--- src/rtl/tomasulo_exe.sv ---
// tomasulo_exe -- fixed-latency execution unit between the reservation
// station and the common data bus (CDB).
//
// Ports:
//   clk, rst            clock, synchronous active-high reset
//   iss_vld_r           issue valid from the RS (accepted only when iss_rdy)
//   iss_tag/op/a/b      destination tag, opcode (ADD/SUB/AND/XOR), operands
//   iss_rdy             credit available: unit can take an issue this cycle
//   cdb_req             result queue non-empty, request the CDB
//   cdb_gnt             arbiter grant, same cycle as cdb_req
//   cdb_vld_r/tag_r/data_r  registered one-cycle CDB broadcast
//
// Stage 0 is the issue cycle itself (combinational ALU); stages 1..LAT-1 are
// registers, so the last stage pushes into the queue at the end of cycle
// t+LAT-1. Credits cover in-flight plus queued results, so pushes never
// find the queue full and the pipeline never stalls.
module tomasulo_exe #(
  parameter int DATA_W    = 32,
  parameter int TAG_W     = 3,
  parameter int LAT       = 3,
  parameter int Q_N       = 4,
  parameter bit CHK_PROTO = 1'b1
) (
  input  logic              clk,
  input  logic              rst,
  input  logic              iss_vld_r,
  input  logic [TAG_W-1:0]  iss_tag,
  input  logic [1:0]        iss_op,
  input  logic [DATA_W-1:0] iss_a,
  input  logic [DATA_W-1:0] iss_b,
  output logic              iss_rdy,
  output logic              cdb_req,
  input  logic              cdb_gnt,
  output logic              cdb_vld_r,
  output logic [TAG_W-1:0]  cdb_tag_r,
  output logic [DATA_W-1:0] cdb_data_r
);

  localparam int PW = (Q_N > 1) ? $clog2(Q_N) : 1;

  typedef enum logic [1:0] {OP_ADD = 2'd0, OP_SUB = 2'd1, OP_AND = 2'd2, OP_XOR = 2'd3} op_e;

  logic [3:0]        cnt_q, occ_q;
  logic [PW-1:0]     wr_q, rd_q;
  logic              acc, pop;
  logic [DATA_W-1:0] s0_res;
  logic              push_vld;
  logic [TAG_W-1:0]  push_tag;
  logic [DATA_W-1:0] push_res;

  logic [TAG_W-1:0]  qtag_q [Q_N];
  logic [DATA_W-1:0] qdat_q [Q_N];

  assign iss_rdy = (cnt_q != 4'(Q_N));
  assign cdb_req = (occ_q != 4'd0);
  assign acc     = iss_vld_r & iss_rdy;
  assign pop     = cdb_gnt & cdb_req;

  always_comb begin
    s0_res = '0;
    case (op_e'(iss_op))
      OP_ADD: s0_res = iss_a + iss_b;
      OP_SUB: s0_res = iss_a - iss_b;
      OP_AND: s0_res = iss_a & iss_b;
      OP_XOR: s0_res = iss_a ^ iss_b;
      default: s0_res = '0;
    endcase
  end

  if (LAT == 1) begin : g_nopipe
    assign push_vld = acc;
    assign push_tag = iss_tag;
    assign push_res = s0_res;
  end else begin : g_pipe
    logic [LAT-2:0]    vld_q;
    logic [TAG_W-1:0]  tag_q [LAT-1];
    logic [DATA_W-1:0] res_q [LAT-1];

    always_ff @(posedge clk) begin
      if (rst) begin
        vld_q <= '0;
      end else begin
        vld_q[0] <= acc;
        for (int unsigned k = 1; k < LAT - 1; k++) vld_q[k] <= vld_q[k-1];
      end
    end

    always_ff @(posedge clk) begin
      tag_q[0] <= iss_tag;
      res_q[0] <= s0_res;
      for (int unsigned k = 1; k < LAT - 1; k++) begin
        tag_q[k] <= tag_q[k-1];
        res_q[k] <= res_q[k-1];
      end
    end

    assign push_vld = vld_q[LAT-2];
    assign push_tag = tag_q[LAT-2];
    assign push_res = res_q[LAT-2];
  end

  function automatic logic [PW-1:0] ptr_inc(input logic [PW-1:0] p);
    return (p == PW'(Q_N - 1)) ? '0 : p + PW'(1);
  endfunction

  always_ff @(posedge clk) begin
    if (push_vld) begin
      qtag_q[wr_q] <= push_tag;
      qdat_q[wr_q] <= push_res;
    end
  end

  always_ff @(posedge clk) begin
    if (rst) begin
      wr_q       <= '0;
      rd_q       <= '0;
      occ_q      <= '0;
      cnt_q      <= '0;
      cdb_vld_r  <= 1'b0;
      cdb_tag_r  <= '0;
      cdb_data_r <= '0;
    end else begin
      if (push_vld) wr_q <= ptr_inc(wr_q);
      if (pop)      rd_q <= ptr_inc(rd_q);
      occ_q     <= occ_q + {3'b000, push_vld} - {3'b000, pop};
      cnt_q     <= cnt_q + {3'b000, acc} - {3'b000, pop};
      cdb_vld_r <= pop;
      if (pop) begin
        cdb_tag_r  <= qtag_q[rd_q];
        cdb_data_r <= qdat_q[rd_q];
      end
    end
  end

`ifndef SYNTHESIS
  if (CHK_PROTO) begin : g_chk
    always_ff @(posedge clk) begin
      if (!rst) begin
        assert (!(iss_vld_r && !iss_rdy)) else $error("protocol: iss_vld_r while iss_rdy=0");
        assert (!(cdb_gnt && !cdb_req))   else $error("protocol: cdb_gnt while cdb_req=0");
      end
    end
  end
`endif

endmodule
--- config.mk ---
export PLATFORM = sky130hd
export DESIGN_NAME = tomasulo_exe
export DESIGN_NICKNAME = d
export VERILOG_FILES = /design/src/rtl/tomasulo_exe.sv
export SDC_FILE = /design/constraint.sdc
export NUM_CORES = 1
export LEC_CHECK = 0
export ABC_AREA = 1
export CAP_MARGIN = 20
export CELL_PAD_IN_SITES_DETAIL_PLACEMENT = 2
export CELL_PAD_IN_SITES_GLOBAL_PLACEMENT = 2
export CORE_MARGIN = 2
export CORE_UTILIZATION = 40
export CTS_BUF_LIST = sky130_fd_sc_hd__clkbuf_8
export CTS_CLUSTER_DIAMETER = 40
export DETAILED_ROUTE_END_ITERATION = 10
export PLACE_DENSITY = 0.86
export RECOVER_POWER = 25
export SLEW_MARGIN = 10
export SYNTH_ARGS = -nofsm -noshare
export SYNTH_HDL_FRONTEND = slang
export SYNTH_SLANG_ARGS = --single-unit
--- constraint.sdc ---
create_clock -name clk -period 6.85 [get_ports clk]
set_input_delay 0.685 -clock clk [delete_from_list [all_inputs] [get_ports clk]]
set_output_delay 0.685 -clock clk [all_outputs]
set_load 0.05 [all_outputs]
==> impl_metrics.json <==
{
  "overflow": 0,
  "synth_fp_nets": 1624,
  "rows": 65,
  "die_area_um2": 33400,
  "hold_end": "g_pipe.res_q[0][52]",
  "drive_gt1_share_pct": 6.37,
  "ant_nets": 0,
  "fmax_ghz": 0.241,
  "crit_path_frequent_cell": "nand2_1",
  "die-width_um": 183,
  "comb_power_share_pct": 32.4,
  "cp.required_ps": 7270,
  "power_density_nw_per_um2": 336,
  "synth.cell_area_um2": 12800,
  "p_sw_share_pct": 38.8,
  "clk_pin_slew_ps": 70,
  "die_y_um": 183,
  "worst_pin_slew_ps": 1020,
  "hold_buffers": 0,
  "clock_path_buffers": 3,
  "power_frac_seq_pct": 39.8,
  "r2r-end": "cnt_q[3]",
  "grt.total_usage_pct": 27.7,
  "switchingPower_w": 0.00196,
  "cp-start-kind": "input port",
  "min_period_ps": 4160,
  "vias_per_cell": 5.38,
  "min_path_cells": 0,
  "grt_antenna_before_repair": 0,
  "path_max_fanout": 21,
  "timing.hold.ws_ps": 319,
  "wl_per_cell_um": 22.6,
  "synthToLayoutAreaGrowth_pct": 18.1,
  "layout_common_cells": "nand2_1 (300), nor2_1 (227), inv_1 (175), edfxtp_1 (140), dfxtp_1 (119)",
  "post-dp-hpwl_um": 31100,
  "cts_resized": 0,
  "vias": 10900,
  "drc": 0,
  "crit_type": "in -> reg",
  "place.gp.congestion": 0.880,
  "min_from": "g_pipe.res_q[0][20]",
  "fillCellCount": 3426,
  "initial_core_util_pct": 40.5,
  "cts_setup_buffers": 0,
  "rrSetupSlack_ps": 3590,
  "clock_skew_ps": 31.8,
  "grt_pass1_vias": 12300,
  "ys_ff_latch": 260,
  "drt_iter0_markers": 627,
  "maxSlewHeadroom_pct": 32.0,
  "clkSinkCount": 260,
  "grt_pass1_wl_um": 71000,
  "core_area_um2": 31600,
  "htree_levels": 2,
  "status": "completed",
  "io_pins": 111,
  "rsz0062_at_grt": "no",
  "path_cells": "clkdlybuf4s50_1, nor2_4, inv_2, nand2_1, nand2_1, xor2_1, ha_1, nand2_1, nor2_1, nand2_1, nor3_1, nand2_1, nand2_1, nand2_1, nand3_1, nand2_1",
  "p_leak_nw": 6.52,
  "end_kind": "flop",
  "grt_start_max_net_pins": 73,
  "final_common_cell": "nand2_1",
  "root_buffer": "clkbuf_8",
  "worstHoldPathType": "reg -> reg",
  "synthCells": 1469,
  "dr.pass1.iters": 5,
  "port_buffers": 110,
  "slowest_delay_ps": 830,
  "period_share_pct": 60.7,
  "r2r-start": "occ_q[2]",
  "tns_ps": 0,
  "peakVddDrop_mv": 0.165,
  "wl_um": 45700,
  "cts_buffers": 43,
  "regArea_um2": 6610,
  "diodes": 0,
  "ff2ff_path_depth": 14,
  "fin_nets": 1739,
  "cp.arrival_ps": 4580,
  "yosysWarnings": 0,
  "multi_input_area_um2": 5340,
  "p_clk_share_pct": 27.7,
  "p_int_w": 0.00310,
  "cts_tree": "built",
  "finalSetupViolations": 0,
  "hold_viol": 0,
  "slew_viol_final": 0,
  "path_buf_inv": 2,
  "maxCapViolCount": 0,
  "clk_latency_ps": 560,
  "cp_top_family": "simple AND/OR/NAND/NOR gates",
  "seq_area_frac_synth_pct": 51.6,
  "synth_cell_types": 43,
  "critPathSlowestCell": "clkdlybuf4s50_1",
  "avgSynthCellArea_um2": 8.71
}
-- worst max-delay path by stage --
stage	cells after the start	from	endpoint	slack [ps]
2_1_floorplan	20	iss_b[1]	g_pipe.res_q[0][26]	3850
4_1_cts	16	iss_op[1]	g_pipe.res_q[0][28]	2700
3_5_place_dp	16	iss_op[1]	g_pipe.res_q[0][26]	2210
5_1_grt	16	iss_op[1]	g_pipe.res_q[0][24]	2450
3_3_place_gp	16	iss_op[1]	g_pipe.res_q[0][26]	2340
6_report	16	iss_op[1]	g_pipe.res_q[0][28]	2690
-- metal layers --
layer  GRT usage, %  routed length [um]  vias up
met2           50.9               23200      281
met3           2.80                1400       81
met5              0                   0        -
li1               -                   -     5102
met1           33.9               19700     5396
met4           9.82                1470        0
-- registers in the layout, summed over array words and instances (netlist names), 3 cells and up --
signal,cells
qdat_q,128
g_pipe.res_q,64
cdb_data_r,32
qtag_q,12
g_pipe.tag_q,6
cnt_q,4
occ_q,4
cdb_tag_r,3
-- power by group through the flow --
| stage | Clock [W] | Combinational (W) | Sequential (W) |
|---|---|---|---|
| final | 0.00141 | 0.00164 | 0.00202 |
| after global routing | 0.00150 | 0.00180 | 0.00203 |
| after global placement | 0 | 0.00148 | 0.00201 |
| after detailed placement | 0 | 0.00159 | 0.00204 |
| after floorplan | 0 | 0.000794 | 0.00223 |
| after CTS | 0.00142 | 0.00165 | 0.00202 |
-- through the flow --
stage                     area, um^2  util (%)  power (W)  setup slack (ps)  std cells
final                          15100      47.9    0.00507              2690       2020
after global routing           15100      47.9    0.00533              2450       2020
after CTS                      15100      47.9    0.00510              2700       2020
after detailed placement       14200      45.1    0.00363              2210       1941
after global placement         14200      45.1    0.00350              2340       1941
after floorplan                12800         -    0.00302              3850       1469
-- final cells by class --
type	count	area share, %
Timing Repair Buffer	116	7.59
Inverter	172	4.27
Clock buffer	49	4.47
Multi-Input combinational cell	991	35.3
Sequential cell	260	43.7
Clock inverter	30	1.24
Tap cell	402	3.33
-- cell usage after synthesis (all sizes together) --
library cell	n	area (um^2)
nand3	61	333
a21oi	45	229
o31ai	1	7.51
a31oi	35	219
nand3b	9	67.6
nor4	2	12.5
xnor2	8	70.1
o21a	2	15.0
a22o	16	140
nor2	232	902
o21ai	134	686
xor2	24	210
o21bai	5	37.5
edfxtp	140	4200
a211oi	2	15.0
nand4	9	56.3
o211ai	2	15.0
buf	19	104
nor3	11	65.1
a21o	2	15.0
ha	79	988
or2	2	15.0
clkbuf	27	101
inv	172	646
dfxtp	120	2400
fa	3	60.1
and2	2	12.5
nand2	305	1160
-- logic make-up (layout without fill, tap and decap cells) --
group | after synthesis | after routing | synth area share, %
buffers and inverters | 218 | 367 | 6.65
XOR/XNOR | 32 | 32 | 2.19
adder cells (fa/ha/maj) | 82 | 82 | 8.20
AO/OA/AOI/OAI | 244 | 244 | 10.8
AND/OR/NAND/NOR | 633 | 633 | 20.5
flip-flops | 260 | 260 | 51.6
(Power assumes the default switching activity.)
